**src/rtl/coke_pkg.sv**
```systemverilog
// Shared definitions for the coin-operated vending controller.
// Holds the default price, the credit-width helper and the state names
// used by the default three-coin build for readable waveforms.
package coke_pkg;

    // Coins needed for one coke unless the instance overrides it.
    localparam int unsigned DEFAULT_PRICE = 3;

    // The credit counter runs 0..price-1. It is always at least one bit wide,
    // so PRICE=1 still has a register (permanently 0).
    function automatic int unsigned credit_width(input int unsigned price);
        int unsigned w;
        w = $clog2(price);
        return (w < 1) ? 1 : w;
    endfunction

    // Named credit values for the default PRICE=3 build.
    typedef enum logic [1:0] {
        IDLE = 2'd0,  // no coins held
        ONE  = 2'd1,  // one coin held
        TWO  = 2'd2   // two coins held, next coin buys a coke
    } coke_state_e;

endpackage

```
**src/rtl/coke_fsm.sv**
```systemverilog
// Vending controller: counts coin strobes and emits a one-cycle registered
// dispense pulse on the edge that samples the PRICE-th coin, clearing the
// credit at the same time. Coins landing while the pulse is high already
// count toward the next purchase.
module coke_fsm
    import coke_pkg::*;
#(
    parameter int unsigned PRICE = DEFAULT_PRICE
) (
    input  logic sys_clk,
    input  logic sys_rst,
    input  logic pay,
    output logic coke
);

    localparam int unsigned     CW   = credit_width(PRICE);
    localparam logic [CW-1:0]   LAST = CW'(PRICE - 1);

    logic [CW-1:0] r_credit;
    logic          r_coke;
    logic [CW-1:0] w_credit_next;
    logic          w_coke_next;

    generate
        if (PRICE == 3) begin : g_named
            // Default build: the credit is decoded into named states so the
            // waveform reads IDLE/ONE/TWO. The encoding equals the coin count.
            coke_state_e w_state;
            coke_state_e w_state_next;

            assign w_state = coke_state_e'(r_credit);

            // Next state and dispense decision; the unused encoding 3 can only
            // come from an upset and falls back to IDLE without dispensing.
            always_comb begin
                w_state_next = IDLE;
                w_coke_next  = 1'b0;
                case (w_state)
                    IDLE: w_state_next = pay ? ONE : IDLE;
                    ONE:  w_state_next = pay ? TWO : ONE;
                    TWO: begin
                        if (pay) begin
                            w_state_next = IDLE;
                            w_coke_next  = 1'b1;
                        end else begin
                            w_state_next = TWO;
                        end
                    end
                    default: w_state_next = IDLE;
                endcase
            end

            assign w_credit_next = w_state_next;
        end else begin : g_generic
            // Any other price: plain modulo-PRICE coin counter. A value past
            // LAST can only come from an upset and is cleared without a coke.
            always_comb begin
                w_credit_next = r_credit;
                w_coke_next   = 1'b0;
                if (r_credit > LAST) begin
                    w_credit_next = '0;
                end else if (pay) begin
                    if (r_credit == LAST) begin
                        w_credit_next = '0;
                        w_coke_next   = 1'b1;
                    end else begin
                        w_credit_next = r_credit + 1'b1;
                    end
                end
            end
        end
    endgenerate

    // Credit and dispense registers; reset clears both without waiting for a clock.
    always_ff @(posedge sys_clk or posedge sys_rst) begin
        if (sys_rst) begin
            r_credit <= '0;
            r_coke   <= 1'b0;
        end else begin
            r_credit <= w_credit_next;
            r_coke   <= w_coke_next;
        end
    end

    assign coke = r_coke;

endmodule

```
**config.mk**
```make
export PLATFORM = sky130hd
export DESIGN_NAME = coke_fsm
export DESIGN_NICKNAME = d
export VERILOG_FILES = /design/src/rtl/coke_pkg.sv /design/src/rtl/coke_fsm.sv
export SDC_FILE = /design/constraint.sdc
export NUM_CORES = 1
export LEC_CHECK = 0
export BUFFER_PORTS_ARGS = -buffer_cell sky130_fd_sc_hd__buf_2
export CAP_MARGIN = 30
export CORE_AREA = 2 2 39 41
export CTS_BUF_LIST = sky130_fd_sc_hd__clkbuf_16
export DETAILED_ROUTE_END_ITERATION = 6
export DIE_AREA = 0 0 41 43
export PLACE_DENSITY = 0.3
export SETUP_SLACK_MARGIN = 0.3
export SYNTH_ARGS = -nofsm -noshare
export SYNTH_HDL_FRONTEND = slang
export SYNTH_SLANG_ARGS = --single-unit
```
**constraint.sdc**
```tcl
create_clock -name sys_clk -period 1 [get_ports sys_clk]
set_clock_uncertainty 0.15 [all_clocks]
set_input_delay 0.2 -clock sys_clk [delete_from_list [all_inputs] [get_ports sys_clk]]
set_output_delay 0.2 -clock sys_clk [all_outputs]
set_load 0.01 [all_outputs]
```
; Word level (Yosys, flattened, before mapping)
; Cells that the tools add are included.
; W data, S select, Z words.
[totals]
output_inout_bits = 1
ff_bits = 3
in_bits = 3
[op_classes]
mux = 6
reduce_logical = 1
eq_ne = 2
[op_table]
columns = op, count
row1 = $pmux W2 S3, 1
row2 = $mux W2, 2
row3 = $mux W1, 3
row4 = $eq A2 B1 Y1 const B, 1
row5 = $eq A2 B2 Y1 const B, 1
row6 = $logic_not A2 Y1, 1

; Depth between registers and ports, before layout
[logic_depth]
word_depth = 2
mapped_depth = 2
ltp_nobuf = 2

; Least setup slack after synthesis
; No wires, ideal clock.
[synth_path]
kind = reg-to-reg
startpoint = reg r_credit[0], in the netlist g_named.w_state[0]
endpoint = reg r_credit[1], in the netlist g_named.w_state[1]
setup_slack_ps = 127
t_required_ps = 768
setup_time_ps = 82
synth_period_minus_slack_ps = 873
t_arrival_ps = 641
path_stages_with_launch = 3
path_cell_list = dfrtp_1 nand2b_1 o22ai_1
[synth_between]
elab_chain_cells = 2
[synth_rtl]
columns = item, line_no
row1 = "start, declared", coke_fsm.sv:19  ; logic [CW-1:0] r_credit;
row2 = "start signal, assigned", coke_fsm.sv:80  ; r_credit <= w_credit_next;
row3 = $eq A2 B2 Y1 (tied with other cells), coke_fsm.sv:38  ; case (w_state)
row4 = $pmux W2 S3 (*), coke_fsm.sv:38
row5 = net g_named.w_state_next[1], coke_fsm.sv:29  ; coke_state_e w_state_next;
; The timed path passes the listed nets; every way through them passes the cells marked *.

; Final worst setup path
[layout_path]
startpoint = reg r_coke, in the netlist coke
endpoint = out coke
[layout_lines]
columns = item, line_no
row1 = "start, declared", coke_fsm.sv:20  ; logic r_coke;
row2 = "start signal, assigned", coke_fsm.sv:81  ; r_coke <= w_coke_next;
row3 = "end, declared", coke_fsm.sv:13  ; output logic coke
; No word-level cell between the ends.

==> impl_metrics.tcl <==
set metrics [dict create \
    synthAdderAreaFrac_pct 0 \
    cpPeakStageDelay_ns 0.35 \
    dpl_cell_area_um2 153 \
    clockBufferDepth 2 \
    port_buffers 3 \
    finalSetupViolCount 1 \
    drtIter0Drc 7 \
    dp_cells 29 \
    async_flop_share_pct 100 \
    fin_crit_sh_pct 105 \
    syn-cell-area_um2 118 \
    worst_ir_drop_vdd_uv 1380 \
    yosysTopAreaCell "dfrtp_1" \
    regArea_um2 76.3 \
    die-width_um 41 \
    path_delay_family "flip-flops" \
    r2r_end "g_named.w_state[1]$_DFF_PP0_" \
    critPathMaxFanout 1 \
    postSynthCellCount 10 \
    avgSynthCellArea_um2 11.8 \
    cellPowerDensity_nw_per_um2 3780 \
    num_antenna_cells 0 \
    status "finished, violations left" \
    worst_pin_slew_ns 0.142 \
    slowest_stage "dfrtp_1" \
    ys_warn_count 0 \
    area_growth_pct 118 \
    clk_latency_ns 0.22 \
    slew_headroom_pct 90.5 \
    grt_max_degree 5 \
    pin_count 4 \
    drive_gt1_share_pct 61.1 \
    ys_dominant_reg_cell "dfrtp_1" \
    critPathRequiredTime_ns 0.65 \
    arrival_ns 0.70 \
    tns_ns -0.0513 \
    period_needed_ns 1.05 \
    antenna_found_initial 0 \
    synth-compound-area-share_pct 5.32 \
    synthesis.nets 13 \
    reg2reg_from "g_named.w_state[0]$_DFF_PP0_" \
    utilization_pct 18.5 \
    synth-edff-count 0 \
    cts_tree "yes" \
    yosysTopAreaCellShare_pct 63.8 \
    crit_path_end_kind "output port" \
    fmax_mhz 951 \
    row_count 14 \
    synth_xor_area_share_pct 7.45 \
    finalInstanceArea_um2 256 \
    rr_worst_depth 2 \
    critPathLaunchType "flip-flop" \
    start_util_pct 8.50 \
    fin_nets 22 \
    fillers 144 \
    ff2ff_setup_slack_ns 0.08 \
    viasPerCell 2.88 \
    critPathKind "flip-flop to output port" \
    dpl_worst_slack_ns 0.0801 \
    setup_ws_ns -0.0513 \
    antenna_left 0 \
    synth.area.mux_share_pct 0 \
    synth_cell_types 8 \
    cts_root_buffer "clkbuf_16" \
    grt_overflow 0 \
    grt_first_pass_wirelength_um 400 \
    crit_buf_inv 1 \
    hold_end "g_named.w_state[1]$_DFF_PP0_" \
    fp.dieH_um 43 \
    violations "setup timing" \
    die_area_um2 1760 \
    crit_chain "buf_2" \
    yosys-top-cells-area "dfrtp_1 64%, and3b_2 8.5%, xnor2_1 7.4%, nand2b_1 5.3%, o22ai_1 5.3%" \
    drv_cap 0 \
    wl_per_cell_um 7.26 \
    synth_most_common_cell "dfrtp_1" \
    min_from "pay" \
    rsz0062_at_grt "yes" \
    num_vias 98 \
    finalNonFillerCells 34 \
    ctsHtreeMaxLevel 1 \
    yosys.area_share.simple_pct 20.2 \
    routed_wl_um 247 \
    hold_slack_ns 0.0867 \
    gp_congestion 0.574 \
    synth-seq-cells 3 \
    cts.sinks 3 \
    yosysSeqAreaShare_pct 63.8 \
    hold_viol_final 0 \
    leakage_nw 0.124 \
    first_global_vias 98 \
    core_area_um2 1380 \
    hp-class "primary input to flip-flop" \
    synth_top_family_by_area "simple AND/OR/NAND/NOR gates" \
    final-max-slew-violation-count 0 \
    dr.pass1.iters 2 \
    multi_input_area_um2 52.6 \
    cts.reportedPaths.clkPinSlew_ns 0.03 \
    drcViolationCount 0 \
    cts_buffers 3 \
    totalPowerFinal_mw 0.969 \
    hold_depth 2 \
    gr-usage-all-layers_pct 4.23 \
]
==> area by class of cell <==
cell class | count | share of cell area, %
sequential | 3 | 29.8
clock buffer | 3 | 29.3
multi-input combinational | 6 | 20.5
timing repair buffer | 4 | 9.76
tap | 16 | 7.80
clock inverter | 1 | 1.46
inverter | 1 | 1.46
==> flip-flops by register name, summed over array words and instances, names as in the netlist <==
signal and flops:
coke 1, g_named.w_state 2
==> cell usage in the layout, fill, tap and decap left out, drive strengths merged <==
cell	count
o22ai	1
nor2	1
nand2b	1
dlygate4sd3	1
inv	2
nand2	1
xnor2	1
clkbuf	3
and3b	1
dfrtp	3
buf	3
==> where the power goes <==
part           internal, mW  total [mW]  switching [mW]
clock network         0.515       0.618           0.103
logic                0.0839       0.125          0.0416
registers             0.172       0.225          0.0537
total                 0.770       0.969           0.198
==> cell families after synthesis <==
group,after synthesis
flops,3
buf+inv,1
xor+xnor,1
compound gates,1
simple gates,4
==> what timing repair did <==
item | CTS | global route
pin swaps | 1 | 0
setup endpoints to repair | 4 | 7
hold endpoints to repair | 3 | 0
resized for setup | 0 | 4
hold buffers | 1 | 0
buffers inserted | 0 | 0
gates cloned | 0 | 0
==> metal layers <==
metal	wire length [um]	vias to the layer above	GRT usage (%)
li1	-	47	-
met5	0	-	0
met1	104	45	4.22
met3	36	0	6.28
met4	0	0	4.00
met2	106	6	3.44
==> worst max path at each step <==
stage	start	endpoint	slack [ns]	depth (start not counted)
finish	coke$_DFF_PP0_	coke	-0.05	1
global route	coke$_DFF_PP0_	coke	-0.07	1
CTS	coke$_DFF_PP0_	coke	-0.06	1
detailed placement	g_named.w_state[0]$_DFF_PP0_	g_named.w_state[1]$_DFF_PP0_	0.08	2
global placement	g_named.w_state[0]$_DFF_PP0_	g_named.w_state[1]$_DFF_PP0_	0.11	2
floorplan	g_named.w_state[0]$_DFF_PP0_	g_named.w_state[1]$_DFF_PP0_	0.13	2
No activity file was read; power rests on OpenSTA's default activity.
